==> config.mk <==
export PLATFORM = sky130hd
export DESIGN_NAME = nibble_serial_adder
export DESIGN_NICKNAME = d
export VERILOG_FILES = /design/src/rtl/nibble_serial_adder.sv
export SDC_FILE = /design/constraint.sdc
export NUM_CORES = 1
export LEC_CHECK = 0
export CAP_MARGIN = 15
export CORE_AREA = 3 3 89 91
export DETAILED_ROUTE_END_ITERATION = 10
export DIE_AREA = 0 0 92 94
export GPL_ROUTABILITY_DRIVEN = 0
export GPL_TIMING_DRIVEN = 0
export SKIP_CTS_REPAIR_TIMING = 1
export SLEW_MARGIN = 20
export SYNTH_ARGS = -nofsm -noshare
export SYNTH_HDL_FRONTEND = slang
export SYNTH_SLANG_ARGS = --single-unit
==> constraint.sdc <==
create_clock -name clk -period 7.3 [get_ports clk]
set_input_delay 1.46 -clock clk [delete_from_list [all_inputs] [get_ports clk]]
set_output_delay 1.46 -clock clk [all_outputs]
set_load 0.01 [all_outputs]
==> src/rtl/nibble_serial_adder.sv <==
// nibble_serial_adder: multi-cycle digit-serial adder/subtractor.
// Operands are captured on start, then one NW-bit digit is processed per clock, LSB digit first.
// Ports:
//   clk, rst_n          clock (rising edge), async active-low reset
//   start               request, accepted only in IDLE
//   mode[1:0]           00/11 chained add, 01 chained sub (A-B), 10 per-nibble add
//   A, B                operands, sampled when start is accepted
//   busy                high while digits are being computed
//   done                one-cycle pulse, result valid
//   sum                 result digits
//   carry_vec           carry out of each digit (bit i = digit i)
//   cout                carry out of the top digit; in sub mode 1 = no borrow
module nibble_serial_adder #(
  parameter int unsigned NIBBLES = 4,
  parameter int unsigned NW      = 4
) (
  input  logic                  clk,
  input  logic                  rst_n,
  input  logic                  start,
  input  logic [1:0]            mode,
  input  logic [NIBBLES*NW-1:0] A,
  input  logic [NIBBLES*NW-1:0] B,
  output logic                  busy,
  output logic                  done,
  output logic [NIBBLES*NW-1:0] sum,
  output logic [NIBBLES-1:0]    carry_vec,
  output logic                  cout
);

  localparam int unsigned W  = NIBBLES * NW;
  localparam int unsigned IW = (NIBBLES > 1) ? $clog2(NIBBLES) : 1;

  typedef enum logic [1:0] {
    IDLE = 2'd0,
    RUN  = 2'd1,
    DONE = 2'd2
  } state_e;

  state_e            state_q, state_d;
  logic [W-1:0]      a_q, a_d;
  logic [W-1:0]      b_q, b_d;
  logic              sub_q, sub_d;
  logic              pn_q, pn_d;
  logic              cin_q, cin_d;
  logic [IW-1:0]     idx_q, idx_d;
  logic [W-1:0]      sum_q, sum_d;
  logic [NIBBLES-1:0] cvec_q, cvec_d;
  logic              busy_q, busy_d;
  logic              done_q, done_d;

  logic [NW-1:0]     a_dig_c;
  logic [NW-1:0]     b_dig_c;
  logic              dig_cin_c;
  logic [NW:0]       dig_c;

  // Current digit: B is inverted in sub mode; per-nibble mode never chains the carry.
  always_comb begin
    a_dig_c   = a_q[NW*idx_q +: NW];
    b_dig_c   = sub_q ? ~b_q[NW*idx_q +: NW] : b_q[NW*idx_q +: NW];
    dig_cin_c = pn_q ? 1'b0 : cin_q;
    dig_c     = {1'b0, a_dig_c} + {1'b0, b_dig_c} + (NW+1)'(dig_cin_c);
  end

  // Next-state and datapath update.
  always_comb begin
    state_d = state_q;
    a_d     = a_q;
    b_d     = b_q;
    sub_d   = sub_q;
    pn_d    = pn_q;
    cin_d   = cin_q;
    idx_d   = idx_q;
    sum_d   = sum_q;
    cvec_d  = cvec_q;

    case (state_q)
      IDLE: begin
        if (start) begin
          state_d = RUN;
          a_d     = A;
          b_d     = B;
          sub_d   = (mode == 2'b01);
          pn_d    = (mode == 2'b10);
          cin_d   = (mode == 2'b01);
          idx_d   = '0;
          sum_d   = '0;
          cvec_d  = '0;
        end
      end
      RUN: begin
        sum_d[NW*idx_q +: NW] = dig_c[NW-1:0];
        cvec_d[idx_q]         = dig_c[NW];
        cin_d                 = dig_c[NW];
        if (idx_q == IW'(NIBBLES - 1)) begin
          state_d = DONE;
          idx_d   = '0;
        end else begin
          idx_d = idx_q + IW'(1);
        end
      end
      DONE: begin
        state_d = IDLE;
      end
      default: begin
        state_d = IDLE;
      end
    endcase

    busy_d = (state_d == RUN);
    // done is registered from the DONE state so it appears one cycle after the last digit.
    done_d = (state_q == DONE);
  end

  // State and output registers.
  always_ff @(posedge clk or negedge rst_n) begin
    if (!rst_n) begin
      state_q <= IDLE;
      a_q     <= '0;
      b_q     <= '0;
      sub_q   <= 1'b0;
      pn_q    <= 1'b0;
      cin_q   <= 1'b0;
      idx_q   <= '0;
      sum_q   <= '0;
      cvec_q  <= '0;
      busy_q  <= 1'b0;
      done_q  <= 1'b0;
    end else begin
      state_q <= state_d;
      a_q     <= a_d;
      b_q     <= b_d;
      sub_q   <= sub_d;
      pn_q    <= pn_d;
      cin_q   <= cin_d;
      idx_q   <= idx_d;
      sum_q   <= sum_d;
      cvec_q  <= cvec_d;
      busy_q  <= busy_d;
      done_q  <= done_d;
    end
  end

  assign busy      = busy_q;
  assign done      = done_q;
  assign sum       = sum_q;
  assign carry_vec = cvec_q;
  assign cout      = cvec_q[NIBBLES-1];

endmodule
==> results of run 1 <==
==> state kept, by name (all words and copies together), names as in the netlist <==
name,flops
state_q,2
sub_q,1
idx_q,2
busy,1
cin_q,1
sum,16
done,1
carry_vec,4
pn_q,1
b_q,16
a_q,16
==> placed cells by master, fill, tap and decap left out, drive strengths merged, types with 2 or more instances in the layout <==
cell           Yosys  layout
nand2            101     101
dfrtp             61      61
clkdlybuf4s50      0      58
a22o              13      13
clkbuf             2      13
buf               11      13
mux4               8       8
a32o               7       7
ha                 7       7
xor2               5       5
inv                4       4
a21oi              4       4
nor2b              3       3
o21ai              3       3
nand3              3       3
or3b               2       2
nor4               2       2
nand3b             2       2
a21o               2       2
fa                 2       2
clkinv             0       2
nand2b             2       2
==> synth_stat cells, types with 2 or more instances <==
cell	count	share of area (%)
nand3_1	3	0.53
buf_6	2	0.80
xor2_1	5	1.6
a32o_1	7	2.5
ha_1	7	3.1
fa_1	2	1.4
buf_4	3	0.80
dfrtp_1	61	54
mux4_2	8	6.4
clkbuf_1	2	0.27
nand2_1	101	13
inv_1	4	0.53
o21ai_0	3	0.53
a21oi_2	3	0.93
a22o_1	13	4.0
a21o_1	2	0.53
nor2b_1	3	0.66
nand3b_1	2	0.53
or3b_1	2	0.62
buf_2	5	0.89
nor4_4	2	1.5
==> cell families after synthesis <==
family / count (synthesis) / synth area share, %
AO/OA/AOI/OAI: 33 / 9.748
adder cells (fa/ha/maj): 9 / 4.519
buffers and inverters: 17 / 3.411
flip-flops: 61 / 54.05
AND/OR/NAND/NOR: 121 / 19.98
multiplexers: 9 / 6.735
XOR/XNOR: 5 / 1.551
==> area by class of cell <==
| cell class | count | area (um2) |
|---|---|---|
| clock inverters | 4 | 47.55 |
| flip-flops and latches | 61 | 1526 |
| clock buffers | 11 | 151.4 |
| inverters | 4 | 15.01 |
| repair buffers | 60 | 608.1 |
| plain buffers | 13 | 81.33 |
| multi-input cells | 177 | 1201 |
| fillers | 694 | 3460 |
| well taps | 99 | 123.9 |
==> layer usage <==
layer	global-route usage (%)	share of wire, %
met3	3.926	5.4
met2	25.97	47
met5	0	0
met1	20.55	46
met4	6.683	1.9
==> critical path, stage by stage (launching register included) <==
cell and delay (ps):
dfrtp_1 520, buf_4 300, mux4_2 550, xor2_1 170, fa_1 460, fa_1 420
a21o_1 190, a21o_1 230, a32o_1 280
==> power breakdown <==
part	switching, mW	internal (mW)	leakage, nW
clock network	0.127	0.173	0.101
registers	0.0834	0.482	0.785
logic	0.522	0.423	0.890
==> worst paths after layout <==
check                           slack (ps)  cells past startpoint                       end                  from
worst max-delay path                  4070                      8  carry_vec[0]$_DFFE_PN0P_  idx_q[0]$_DFFE_PN0P_
worst min-delay path                   470                      2       b_q[11]$_DFFE_PN0P_   b_q[11]$_DFFE_PN0P_
worst max register to register        4070                      8  carry_vec[0]$_DFFE_PN0P_  idx_q[0]$_DFFE_PN0P_
worst min register to register         470                      2       b_q[11]$_DFFE_PN0P_   b_q[11]$_DFFE_PN0P_
max in group asynchronous             5770                      2       a_q[15]$_DFFE_PN0P_                 rst_n
min in group asynchronous             1040                      1      state_q[1]$_DFF_PN0_                 rst_n
==> metrics by stage <==
step           hold WS (ps)  setup slack, ps  total power, mW
2_1_floorplan         438.1             4377            1.209
3_3_place_gp          453.2             2789            1.504
3_5_place_dp          456.9             4067            1.522
4_1_cts               472.3             4046            1.832
5_1_grt               486.9             3917            1.965
6_report              470.5             4066            1.809
==> run summary, run 1 <==
initial drt markers: 83
Die X: 92 um
initial antenna violation count: 0
sequential-to-total area share from yosys stat: 54.05%
hpwl dp: 4495 um
Avg Vias per Cell: 4.704
ANT nets after route: 0
RSZ-0062 raised after global routing: no
actual slew at the worst max-slew pin: 565.5 ps
CP endpoint kind: flip-flop
IO Pins: 60
design area: 3755 um2
EDFF count, synth: 0
Core Rows: 31
IO buf count: 59
critical path peak fanout: 10
CTS tree: done
Area Growth Syn to Fin: 32.96%
post-synthesis cell count: 255
cts bufs inserted: 9
CP required: 7520 ps
Tmin final: 3234 ps
ant diodes: 0
H-tree levels: 3
Most used DFF post-synth: dfrtp_1
status: finished clean
Residual DRC: 0
GRT Total Usage: 16.01%
aggregate global routing overflow: 0
setup TNS: 0 ps
Power Dens Cells: 481.8 nW/um2
final setup fails: 0
fmax: 309.3 MHz
Initial Util: 39.14%
Yosys warning count: 0
Hold WC Path Type: flip-flop to flip-flop
CP Class: flip-flop to flip-flop
max-cap violations: 0
Final #Nets: 372
Synth Register Bits: 61
DP Area: 3556 um2
Clock Path Buffers: 2
via count: 2018
final clock skew: 7.776 ps
root buffer cell: clkbuf_8
die area: 8648 um2
LEAKAGE: 1.776 nW
synth unique cells: 36
global-route wire length before repair: 10570 um
Avg Inst Size Synth: 11.07 um2
fraction of layout cells with a size suffix above 1: 13.33%
DR WL/cell: 14.39 um
Die H: 94 um
Core Region: 7214 um2
DRT Pass-1 Iters: 5
VDD IR max: 0.0001825 V
non-filler cells, final: 429
final core utilization: 52.05%
max-slew violation count: 0
asr flop ratio synth: 100.0%
worst skew pair latency: 330 ps
Data arrival, critical path: 3450 ps
Slew headroom: 62.26%
clk sinks: 61
Mapped Nets: 301
clock-pin slew on the worst setup and hold paths: 70 ps
Inst Count DP: 414
vias in the first global route: 2119
largest net degree at the start of global routing: 34
Worst setup SP type: flip-flop
mapped cell area: 2824 um2
Final period util: 44.30%
Final Hold Violating Endpoints: 0
overall routed net length: 6172 um
Note: power is estimated with default switching activity, not from simulation.
==> run 2: changes to the inputs <==
==> constraint.sdc (replaced) <==
create_clock -name clk -period 3.36 [get_ports clk]
set_input_delay 0.672 -clock clk [delete_from_list [all_inputs] [get_ports clk]]
set_output_delay 0.672 -clock clk [all_outputs]
set_load 0.01 [all_outputs]
==> run 2 against run 1 <==
  * Register-to-register slack got worse by 3800 ps
  * Global-route usage unchanged
  * Power increased by 120%
  * Largest power group unchanged
  * Utilization about the same
  * Design area about the same
  * Worst setup slack got worse by 3800 ps
  * Worst hold slack got worse by 220 ps
  * Largest cell class unchanged
  * Clock power increased by 120%
  * Non-clock buffer count unchanged
  * Via count unchanged
==> run summary, run 2 (synthesized netlist as in run 1, its figures left out) <==
H-tree levels: 3
largest net degree at the start of global routing: 34
total power: 3.933 mW
Hold WC Path Type: primary input to async pin
Core Rows: 31
ANT nets after route: 0
CTS tree: done
Inst Count DP: 414
GRT Total Usage: 16.01%
Clk network pwr share: 16.6%
RSZ-0062 raised after global routing: no
switch share: 40.46%
global-route wire length before repair: 10570 um
sequential cell area: 1528 um2
Worst setup SP type: flip-flop
Final Hold Violating Endpoints: 0
critical path peak fanout: 10
most common cell after layout, fill and taps aside: nand2_1
CP required: 3580 ps
worst skew pair latency: 330 ps
area of the multi-input gates: 1201 um2
Power Dens Cells: 1047 nW/um2
Initial Util: 39.14%
ant diodes: 0
root buffer cell: clkbuf_8
setup TNS: 0 ps
vias in the first global route: 2119
hpwl dp: 4495 um
via count: 2018
VDD IR max: 0.0003964 V
overall routed net length: 6175 um
IO Pins: 60
clk sinks: 61
Core Region: 7214 um2
Slew headroom: 62.09%
Die X: 92 um
IO buf count: 59
sw power: 1.591 mW
Final #Nets: 372
final core utilization: 52.06%
cts bufs inserted: 9
final setup fails: 0
Residual DRC: 0
max-slew violation count: 0
die area: 8648 um2
internal cell power: 2.342 mW
fmax: 318.3 MHz
Clock Path Buffers: 2
CP endpoint kind: flip-flop
DR WL/cell: 14.39 um
design area: 3756 um2
actual slew at the worst max-slew pin: 568.1 ps
Data arrival, critical path: 3360 ps
initial drt markers: 91
Tmin final: 3141 ps
initial antenna violation count: 0
Final period util: 93.49%
DRT Pass-1 Iters: 5
Area Growth Syn to Fin: 33.01%
DP Area: 3556 um2
Fillers: 693
non-filler cells, final: 429
status: finished clean
Avg Vias per Cell: 4.704
Sequential Power Share: 31.2%
max-cap violations: 0
CP Class: flip-flop to flip-flop
fraction of layout cells with a size suffix above 1: 13.64%
clock-pin slew on the worst setup and hold paths: 70 ps
LEAKAGE: 1.775 nW
aggregate global routing overflow: 0
final clock skew: 8.695 ps
Combinational Power Share: 52.2%
commonest cells after routing, fill and taps aside: 101 x nand2_1, 60 x dfrtp_1, 58 x clkdlybuf4s50_1
Die H: 94 um
[run 2: path summary, 6_finish.rpt]
path | startpoint | endpoint | slack [ps] | depth (start not counted)
hold / removal | rst_n | state_q[1]$_DFF_PN0_ | 250 | 1
setup / recovery | idx_q[0]$_DFFE_PN0P_ | carry_vec[0]$_DFFE_PN0P_ | 220 | 8
hold reg to reg | b_q[11]$_DFFE_PN0P_ | b_q[11]$_DFFE_PN0P_ | 470 | 2
max in group asynchronous | rst_n | idx_q[0]$_DFFE_PN0P_ | 2610 | 2
min in group clk | b_q[11]$_DFFE_PN0P_ | b_q[11]$_DFFE_PN0P_ | 470 | 2
setup reg to reg | idx_q[0]$_DFFE_PN0P_ | carry_vec[0]$_DFFE_PN0P_ | 220 | 8
[run 2: through the flow]
stage | hold WS, ps | worst slack (ps)
floorplan | 376.4 | 436.9
global placement | 453.2 | -362.9
detailed placement | 456.9 | 126.7
CTS | 251.5 | 106.4
global route | 267.4 | 85.95
finish | 249.4 | 218.6
[run 2: worst max-delay path: stages, from the launching register on]
cell	delay [ps]
dfrtp_2	460
buf_4	260
mux4_2	550
xor2_1	170
fa_1	460
fa_1	420
a21o_1	190
a21o_1	230
a32o_1	280
[run 2: metal layers]
metal	global-route usage [%]	vias to the layer above	routed length (um)
met5	0	-	0
met4	6.683	0	118
met3	3.926	10	332
met2	25.97	57	2861
met1	20.55	940	2862
li1	-	1011	-
[run 2: area by class of cell]
cell class | instances | area share (%)
Sequential cell | 61 | 40.67
Multi-Input combinational cell | 177 | 31.98
Timing Repair Buffer | 60 | 16.19
Clock buffer | 11 | 4.031
Tap cell | 99 | 3.298
Buffer | 13 | 2.165
Clock inverter | 4 | 1.266
Inverter | 4 | 0.3997
[run 2: power by group through the flow]
stage          combinational, mW  sequential (mW)  clock, mW
6_report                    2.05             1.23      0.652
5_1_grt                     2.30             1.27      0.703
4_1_cts                     2.08             1.23      0.667
3_5_place_dp                2.06             1.24          0
3_3_place_gp                2.03             1.24          0
2_1_floorplan               1.39             1.24          0
